==> src/rtl/config_loader_if.sv <==
// Bitstream word channel: the source drives data/valid, the loader returns ready.
interface config_loader_if #(
    parameter int IW = 8
);
    logic [IW-1:0] in_data;
    logic          in_valid;
    logic          in_ready;

    modport master (output in_data, output in_valid, input in_ready);
    modport slave  (input in_data, input in_valid, output in_ready);
endinterface

==> src/rtl/config_loader.sv <==
// Assembles NWORDS bitstream words plus an XOR checksum into one CONF_WIDTH config word and commits it with cset.
// Latency: last payload transfer -> CHECK next cycle; checksum transfer -> cset next cycle; done one cycle after cset.
// Backpressure: in_ready is a pure function of state (high in LOAD/CHECK), so stalls only come from in_valid.
module config_loader #(
    parameter int CONF_WIDTH = 288,
    parameter int IW         = 8,
    parameter int NWORDS     = (CONF_WIDTH + IW - 1) / IW
) (
    input  logic                  clk,
    input  logic                  rst,
    input  logic                  start,
    input  logic                  abort,
    config_loader_if.slave        bus,
    output logic [CONF_WIDTH-1:0] c,
    output logic                  cset,
    output logic                  busy,
    output logic                  done,
    output logic                  err
);
    localparam int CW = $clog2(NWORDS + 1);

    localparam logic [2:0] IDLE   = 3'd0;
    localparam logic [2:0] LOAD   = 3'd1;
    localparam logic [2:0] CHECK  = 3'd2;
    localparam logic [2:0] COMMIT = 3'd3;
    localparam logic [2:0] ERROR  = 3'd4;

    localparam logic [CW-1:0] LAST = CW'(NWORDS - 1);
    localparam logic [CW-1:0] FULL = CW'(NWORDS);

    logic [2:0]    r_state;
    logic [2:0]    w_state_nxt;
    logic [CW-1:0] r_cnt;
    logic [IW-1:0] r_acc;
    logic          r_done;
    logic          w_ready;
    logic          w_accept;
    logic          w_load;
    logic          w_restart;
    logic          w_sum_ok;

    assign w_ready   = (r_state == LOAD) || (r_state == CHECK);
    // A word presented together with abort is dropped, not just its state effect.
    assign w_accept  = bus.in_valid && w_ready && !abort;
    assign w_load    = (r_state == LOAD) && w_accept;
    assign w_restart = ((r_state == IDLE) || (r_state == ERROR)) && start;
    assign w_sum_ok  = (bus.in_data == r_acc);

    always_comb begin
        w_state_nxt = r_state;
        case (r_state)
            IDLE, ERROR: begin
                if (start) w_state_nxt = LOAD;
            end
            LOAD: begin
                if (abort)                       w_state_nxt = IDLE;
                else if (w_load && r_cnt == LAST) w_state_nxt = CHECK;
            end
            CHECK: begin
                if (abort)         w_state_nxt = IDLE;
                else if (w_accept) w_state_nxt = w_sum_ok ? COMMIT : ERROR;
            end
            COMMIT:  w_state_nxt = IDLE;
            default: w_state_nxt = IDLE;
        endcase
    end

    always_ff @(posedge clk or negedge rst) begin
        if (!rst) begin
            r_state <= IDLE;
        end else begin
            r_state <= w_state_nxt;
        end
    end

    always_ff @(posedge clk or negedge rst) begin
        if (!rst) begin
            r_cnt <= '0;
            r_acc <= '0;
        end else if (w_restart) begin
            r_cnt <= '0;
            r_acc <= '0;
        end else if (w_load) begin
            r_acc <= r_acc ^ bus.in_data;
            if (r_cnt != FULL) r_cnt <= r_cnt + CW'(1);
        end
    end

    // One register slice per word slot; the top slot keeps only the bits that fit.
    for (genvar k = 0; k < NWORDS; k++) begin : g_slot
        localparam int LO = k * IW;
        localparam int W  = (CONF_WIDTH - LO < IW) ? (CONF_WIDTH - LO) : IW;

        logic [W-1:0] r_slot;

        always_ff @(posedge clk or negedge rst) begin
            if (!rst) begin
                r_slot <= '0;
            end else if (w_load && r_cnt == CW'(k)) begin
                r_slot <= bus.in_data[W-1:0];
            end
        end

        assign c[LO +: W] = r_slot;
    end

    always_ff @(posedge clk or negedge rst) begin
        if (!rst) begin
            r_done <= 1'b0;
        end else begin
            r_done <= (r_state == COMMIT);
        end
    end

    // cset and in_ready come straight from state so reset drops them without a clock.
    assign bus.in_ready = w_ready;
    assign cset         = (r_state == COMMIT);
    assign busy         = (r_state == LOAD) || (r_state == CHECK) || (r_state == COMMIT);
    assign err          = (r_state == ERROR);
    assign done         = r_done;
endmodule

==> src/flat_wrapper.sv <==
// flat-port wrapper written by rule: the top's interface ports become plain ports
module config_loader_flat 
#(
    parameter int CONF_WIDTH = 288,
    parameter int IW         = 8,
    parameter int NWORDS     = (CONF_WIDTH + IW - 1) / IW
)
  (clk, rst, start, abort, c, cset, busy, done, err, bus_in_data, bus_in_valid, bus_in_ready);
  config_loader_if #(.IW(IW)) bus_i ();
  input  logic clk;
  input  logic rst;
  input  logic start;
  input  logic abort;
  output logic [CONF_WIDTH-1:0] c;
  output logic cset;
  output logic busy;
  output logic done;
  output logic err;
  input wire logic [$bits(bus_i.in_data)-1:0] bus_in_data;
  input wire logic [$bits(bus_i.in_valid)-1:0] bus_in_valid;
  output wire logic [$bits(bus_i.in_ready)-1:0] bus_in_ready;
  assign bus_i.in_data = bus_in_data;
  assign bus_i.in_valid = bus_in_valid;
  assign bus_in_ready = bus_i.in_ready;
  config_loader #(.CONF_WIDTH(CONF_WIDTH), .IW(IW), .NWORDS(NWORDS)) u_core (.clk(clk), .rst(rst), .start(start), .abort(abort), .bus(bus_i), .c(c), .cset(cset), .busy(busy), .done(done), .err(err));
endmodule
==> config.mk <==
export PLATFORM = sky130hd
export DESIGN_NAME = config_loader_flat
export DESIGN_NICKNAME = d
export VERILOG_FILES = /design/src/rtl/config_loader_if.sv /design/src/rtl/config_loader.sv /design/src/flat_wrapper.sv
export SDC_FILE = /design/constraint.sdc
export NUM_CORES = 1
export LEC_CHECK = 0
export ABC_AREA = 1
export CORE_MARGIN = 1
export CORE_UTILIZATION = 48
export CTS_CLUSTER_DIAMETER = 50
export DETAILED_ROUTE_END_ITERATION = 6
export PLACE_DENSITY = 0.85
export SETUP_SLACK_MARGIN = 0.4
export SKIP_CTS_REPAIR_TIMING = 1
export SYNTH_ARGS = -nofsm -noshare
export SYNTH_HDL_FRONTEND = slang
export SYNTH_SLANG_ARGS = --single-unit
==> constraint.sdc <==
create_clock -name clk -period 2.1 [get_ports clk]
set_input_delay 0.525 -clock clk [delete_from_list [all_inputs] [get_ports clk]]
set_output_delay 0.525 -clock clk [all_outputs]
set_load 0.05 [all_outputs]
==> results.sh, run 1 <==
export IMPL_final_antenna_net_count=0
export IMPL_p_comb_frac=0.338
export IMPL_io_pins=306
export IMPL_synth_top_area_frac=0.665
export IMPL_startpoint_type="flop"
export IMPL_rrSetupSlack_ps=190
export IMPL_cts_buffers=34
export IMPL_tns_ps=0
export IMPL_synth_area_mux_share=0
export IMPL_setup_viol=0
export IMPL_drt_initial_drc_count=790
export IMPL_ys_warn_count=0
export IMPL_rows=56
export IMPL_clk_latency_ps=500
export IMPL_finalCritPeriodShare=0.923
export IMPL_yosys_cell_count_top_type="nand2_1"
export IMPL_synth_seq_cells=306
export IMPL_ys_seq_area_frac=0.665
export IMPL_post_route_drc_count=0
export IMPL_cts_sinks=306
export IMPL_area_delta_synth_final_pct=37.5
export IMPL_cp_end_kind="output port"
export IMPL_dp_final_hpwl_um=22900
export IMPL_clk_pin_slew_worst_paths_ps=60
export IMPL_synth_compound_area_frac=0.133
export IMPL_outcome="completed"
export IMPL_gr_total_overflow=0
export IMPL_ir_drop_mv=1.10
export IMPL_first_pass_iters=5
export IMPL_grt_pass1_vias=9535
export IMPL_r2r_start="u_core.r_state[1]"
export IMPL_totalPowerFinal_mw=19.7
export IMPL_worst_slack_ps=162
export IMPL_hold_end="u_core.g_slot[15].r_slot[3]"
export IMPL_rr_endpoint="u_core.g_slot[0].r_slot[6]"
export IMPL_cts_buffer_depth=3
export IMPL_final_nets=1526
export IMPL_ff2ff_path_depth=11
export IMPL_synthDistinctLibCells=26
export IMPL_gp_congestion=0.870
export IMPL_postSynthAreaPerCell_um2=10.0
export IMPL_min_path_type="flop to flop"
export IMPL_rsz0062_at_grt="true"
export IMPL_hold_viol_final=0
export IMPL_synth_simple_gate_area_frac=0.152
export IMPL_hold_start="u_core.g_slot[15].r_slot[3]"
export IMPL_sw_frac_of_total=0.403
export IMPL_slew_violations=0
export IMPL_syn_cell_area_mm2=0.0115
export IMPL_synth_edff_count=0
export IMPL_syn_inst=1148
export IMPL_synth_top_cells_by_area="dfrtp_1 66%, nand2_1 12%, o21ai_0 9.1%, o21ai_1 3.8%, clkbuf_1 1.1%"
export IMPL_cts_root_buf="clkbuf_16"
export IMPL_cp_required_ps=1570
export IMPL_globalRouteTotalUtil=0.283
export IMPL_synthAdderAreaFrac=0.00434
export IMPL_synth_commonest_cells="374 x nand2_1, 306 x dfrtp_1, 209 x o21ai_0"
export IMPL_synth_xor_area_frac=0
export IMPL_synth_main_ff_cell="dfrtp_1"
export IMPL_grt_pass1_wl_um=53000
export IMPL_die_y_um=157
export IMPL_cts_tree="done"
export IMPL_seqPwrFrac=0.378
export IMPL_start_util=0.491
export IMPL_htree_levels=2
export IMPL_synthArstFlopShare=1.00
export IMPL_port_buffers=305
export IMPL_core_area_mm2=0.0235
export IMPL_drv_cap=0
export IMPL_synth_area_leader_cell="dfrtp_1"
export IMPL_dp_slack_ps=-159
export IMPL_holdPathStages=2
export IMPL_p_int_mw=11.8
export IMPL_fmax_ghz=0.516
export IMPL_route_vias_total=9935
export IMPL_detail_route_wirelength_um=36300
export IMPL_synth_nets=1165
export IMPL_final_layout_size_suffix_gt1_frac=0.324
export IMPL_crit_type="flop to output port"
export IMPL_crit_fanout=4
export IMPL_power_switching_mw=7.94
export IMPL_grt_max_degree=63
export IMPL_powerDensity_mw_per_mm2=1250
export IMPL_relSlewSlack=0.635
export IMPL_worst_slew_pin_slew_ps=546
export IMPL_power_leakage_nw=8.22
export IMPL_dieArea_mm2=0.0246
export IMPL_wl_per_cell_um=19.6
export IMPL_finalWorstPathRequiredPeriod_ps=1940
export IMPL_p_clk_frac=0.283
export IMPL_grt_antenna_before_repair=1
export IMPL_crit_arrival_ps=1410
export IMPL_synth_top_family_by_area="simple AND/OR/NAND/NOR gates"
export IMPL_via_per_inst=5.37
export IMPL_die_x_um=157
export IMPL_clock_skew_ps=12.9
how the worst max path moves through the flow:
stage / from / cells after the start / endpoint
3_3_place_gp: abort / 10 / u_core.g_slot[13].r_slot[6]
5_1_grt: u_core.r_state[1] / 4 / bus_in_ready
6_report: u_core.r_state[1] / 4 / bus_in_ready
4_1_cts: u_core.g_slot[13].r_slot[1] / 1 / c[105]
3_5_place_dp: abort / 10 / u_core.g_slot[13].r_slot[1]
2_1_floorplan: abort / 11 / u_core.g_slot[16].r_slot[5]
worst max-delay path, stage by stage (launching register included):
cell	delay [ps]
dfrtp_1	430
inv_2	120
nand3_4	110
nand2_2	110
buf_12	140
sequential cells by signal, summed over array words and instances (netlist names):
name	count
u_core.r_state	3
u_core.r_cnt	6
u_core.done	1
u_core.g_slot.r_slot	288
u_core.r_acc	8
final cells by class:
class,instances,area (µm²)
tap,319,399
sequential,306,7660
fill,1778,7630
antenna,1,2.50
timing repair buffer,385,2860
multi-input combinational,739,3700
inverter,43,169
clock buffer,45,943
clock inverter,11,101
power groups by stage:
stage | logic (mW) | registers [mW] | clock network (mW)
after floorplan | 1.51 | 10.1 | 0
after global placement | 6.59 | 7.44 | 0
after detailed placement | 6.71 | 7.47 | 0
after CTS | 6.75 | 7.39 | 5.65
after global routing | 7.04 | 7.54 | 5.90
final | 6.68 | 7.46 | 5.59
layout by cell type, fill, tap and decap left out, types with 2 or more instances in the layout:
cell type	count
o21ai_0	203
nor2_2	3
inv_6	2
clkinv_1	8
inv_2	7
clkbuf_4	20
buf_2	75
nand4_1	5
clkbuf_8	3
clkbuf_16	41
clkdlybuf4s50_1	11
nand2_8	8
buf_6	4
o21ai_2	8
dfrtp_2	3
buf_12	31
nor2_4	9
buf_4	79
clkbuf_1	7
nand3_1	10
nand2_1	354
dfrtp_1	303
nor2_1	9
nand2_2	7
ha_4	2
nand3_2	2
clkinv_2	6
o22ai_1	8
nand2_4	18
o21ai_1	85
clkbuf_2	156
inv_1	26
cells by family after synthesis:
group | Yosys count
buf+inv | 107
compound gates | 305
simple gates | 426
fa+ha+maj | 4
flops | 306
through the flow:
stage	instances	instance area (µm²)	hold WS [ps]	utilization
after floorplan	1148	11500	229	-
after global placement	1773	15400	448	0.654
after detailed placement	1773	15400	449	0.654
after CTS	1829	16400	-65.3	0.699
after global routing	1849	15800	506	0.675
final	1849	15800	481	0.675
per-layer routing:
metal,track usage,wire (µm),vias up,part of all wire
met2,0.453,17200,490,0.47
met1,0.373,14600,4869,0.40
li1,-,-,4492,-
met3,0.0763,3340,84,0.092
met4,0.100,1120,0,0.031
met5,0,0,-,0
(Power assumes the default switching activity.)
==> inputs of run 2 (changes only) <==
CORE_UTILIZATION = 30   (was 48)
PLACE_DENSITY = 0.6   (was 0.85)
==> results.sh, run 2 (synthesis results as in run 1) <==
export IMPL_outcome="completed"
export IMPL_dieArea_mm2=0.0392
export IMPL_utilization=0.436
export IMPL_cp_buffers_inverters=2
export IMPL_critPathTopFamily="flip-flops"
export IMPL_placed_cell_area_mm2=0.0155
export IMPL_rows=71
export IMPL_finalWorstPathRequiredPeriod_ps=1960
export IMPL_p_clk_frac=0.318
export IMPL_wl_met1_um=16400
export IMPL_route_vias_total=9259
export IMPL_first_pass_iters=4
export IMPL_clk_latency_ps=530
export IMPL_crit_arrival_ps=1440
export IMPL_largest_reg_flops=288
export IMPL_core_area_mm2=0.0378
export IMPL_area_delta_synth_final_pct=42.9
export IMPL_place_inst=1971
export IMPL_grt_pass1_vias=9065
export IMPL_dr_wl_met3_um=2360
export IMPL_holdPathStages=2
export IMPL_layout_commonest_cell="nand2_1"
export IMPL_die_y_um=198
export IMPL_min_path_type="flop to flop"
export IMPL_drv_cap=0
export IMPL_io_pins=306
export IMPL_die_x_um=198
export IMPL_crit_fanout=3
export IMPL_cp_end_kind="output port"
export IMPL_clock_skew_ps=16.8
export IMPL_cts_buffer_depth=3
export IMPL_wl_per_cell_um=17.9
export IMPL_post_route_drc_count=0
export IMPL_dp_final_hpwl_um=24600
export IMPL_port_buffers=305
export IMPL_startpoint_type="flop"
export IMPL_p_int_mw=12.8
export IMPL_top_register="u_core.g_slot.r_slot"
export IMPL_n_fill_cell=3712
export IMPL_relSlewSlack=0.559
export IMPL_detail_route_wirelength_um=36700
export IMPL_cp_required_ps=1570
export IMPL_seqPwrFrac=0.359
export IMPL_rsz0062_at_grt="true"
export IMPL_cts_buffers=38
export IMPL_setup_viol=0
export IMPL_gp_congestion=0.790
export IMPL_via_per_inst=4.52
export IMPL_maxUsedRoutingLayer="met4"
export IMPL_fmax_ghz=0.509
export IMPL_dr_wl_met2_um=17300
export IMPL_cpPeakStageDelay_ps=440
export IMPL_cts_sinks=306
export IMPL_dp_slack_ps=-40.9
export IMPL_slowest_stage="dfrtp_2"
export IMPL_grt_max_degree=59
export IMPL_final_nets=1525
export IMPL_cp_depth=4
export IMPL_ff2ff_path_depth=9
export IMPL_sw_frac_of_total=0.381
export IMPL_hold_viol_final=0
export IMPL_power_leakage_nw=8.31
export IMPL_cts_root_buf="clkbuf_16"
export IMPL_reg_top3="u_core.g_slot.r_slot: 288 flops, u_core.r_acc: 8 flops, u_core.r_cnt: 6 flops"
export IMPL_crit_type="flop to output port"
export IMPL_start_util=0.305
export IMPL_globalRouteTotalUtil=0.188
export IMPL_grt_pass1_wl_um=55500
export IMPL_slew_violations=0
export IMPL_final_cells=2050
export IMPL_power_switching_mw=7.87
export IMPL_final_layout_size_suffix_gt1_frac=0.309
export IMPL_final_antenna_net_count=0
export IMPL_ir_drop_mv=0.831
export IMPL_final_area_mm2=0.0165
export IMPL_gr_total_overflow=0
export IMPL_crit_path_cell_trace="nor2_4 -> buf_4 -> nor2_1 -> buf_6"
export IMPL_grt_antenna_before_repair=2
export IMPL_cts_tree="done"
export IMPL_powerDensity_mw_per_mm2=1260
export IMPL_finalCritPeriodShare=0.935
export IMPL_clk_pin_slew_worst_paths_ps=60
export IMPL_htree_levels=2
export IMPL_layout_common_cells="370 x nand2_1, 302 x dfrtp_1, 233 x buf_4"
export IMPL_worst_slew_pin_slew_ps=662
export IMPL_worst_slack_ps=137
export IMPL_drt_initial_drc_count=490
export IMPL_p_comb_frac=0.322
==> run 2: cell types whose count changed in the layout (fill, tap and decap cells not counted), sizes merged <==
| cell | before | now |
|---|---|---|
| buf | 190 | 278 |
| bufinv | 1 | 4 |
| clkbuf | 227 | 138 |
| clkinv | 16 | 17 |
| clkinvlp | 1 | 2 |
| diode | 1 | 4 |
| inv | 36 | 42 |
| nand2 | 387 | 384 |
| nor2 | 22 | 21 |
==> run 2: routing by layer <==
layer | up-vias | global-route usage
li1 | 4495 | -
met1 | 4465 | 0.247
met2 | 253 | 0.305
met3 | 46 | 0.0501
met4 | 0 | 0.0534
met5 | - | 0
==> run 2: power groups by stage <==
stage / combinational, mW / sequential, mW / clock (mW)
4_1_cts: 6.77 / 7.39 / 6.78
5_1_grt: 7.10 / 7.54 / 6.98
6_report: 6.66 / 7.43 / 6.58
2_1_floorplan: 1.51 / 10.1 / 0
3_5_place_dp: 6.75 / 7.48 / 0
3_3_place_gp: 6.69 / 7.47 / 0
==> run 2: area by class of cell <==
type | instances | area (µm²) | share of cell area
Timing Repair Buffer | 384 | 3310 | 0.201
Sequential cell | 306 | 7660 | 0.465
Tap cell | 511 | 639 | 0.0388
Clock buffer | 45 | 1030 | 0.0625
Clock inverter | 22 | 245 | 0.0149
Multi-Input combinational cell | 735 | 3410 | 0.207
Inverter | 43 | 164 | 0.00995
Antenna cell | 4 | 10.0 | 0.000608
==> run 2: worst paths after layout <==
kind / slack (ps) / start / to
max: 140 / u_core.r_state[0] / busy
min reg2reg: 480 / u_core.g_slot[10].r_slot[6] / u_core.g_slot[10].r_slot[6]
min: 480 / u_core.g_slot[10].r_slot[6] / u_core.g_slot[10].r_slot[6]
max in group asynchronous: 900 / rst / u_core.g_slot[17].r_slot[2]
min in group asynchronous: 560 / rst / u_core.g_slot[3].r_slot[2]
max reg2reg: 320 / u_core.r_cnt[1] / u_core.g_slot[33].r_slot[4]
==> run 2: stage by stage <==
stage                     setup TNS (ps)  total power [mW]  hold slack [ps]
after floorplan                        0              11.6              229
after global placement             -11.2              14.2              465
after detailed placement            -723              14.2              472
after CTS                         -32660              20.9            -49.4
after global routing                   0              21.6              497
final                                  0              20.7              480
==> run 2: worst reg2reg max path: stages (launching register included) <==
cell	delay [ps]
dfrtp_1	420
inv_1	110
ha_1	210
inv_1	70
nor2_1	260
buf_4	180
nand2_1	100
buf_12	170
nand2_1	50
o21ai_0	80
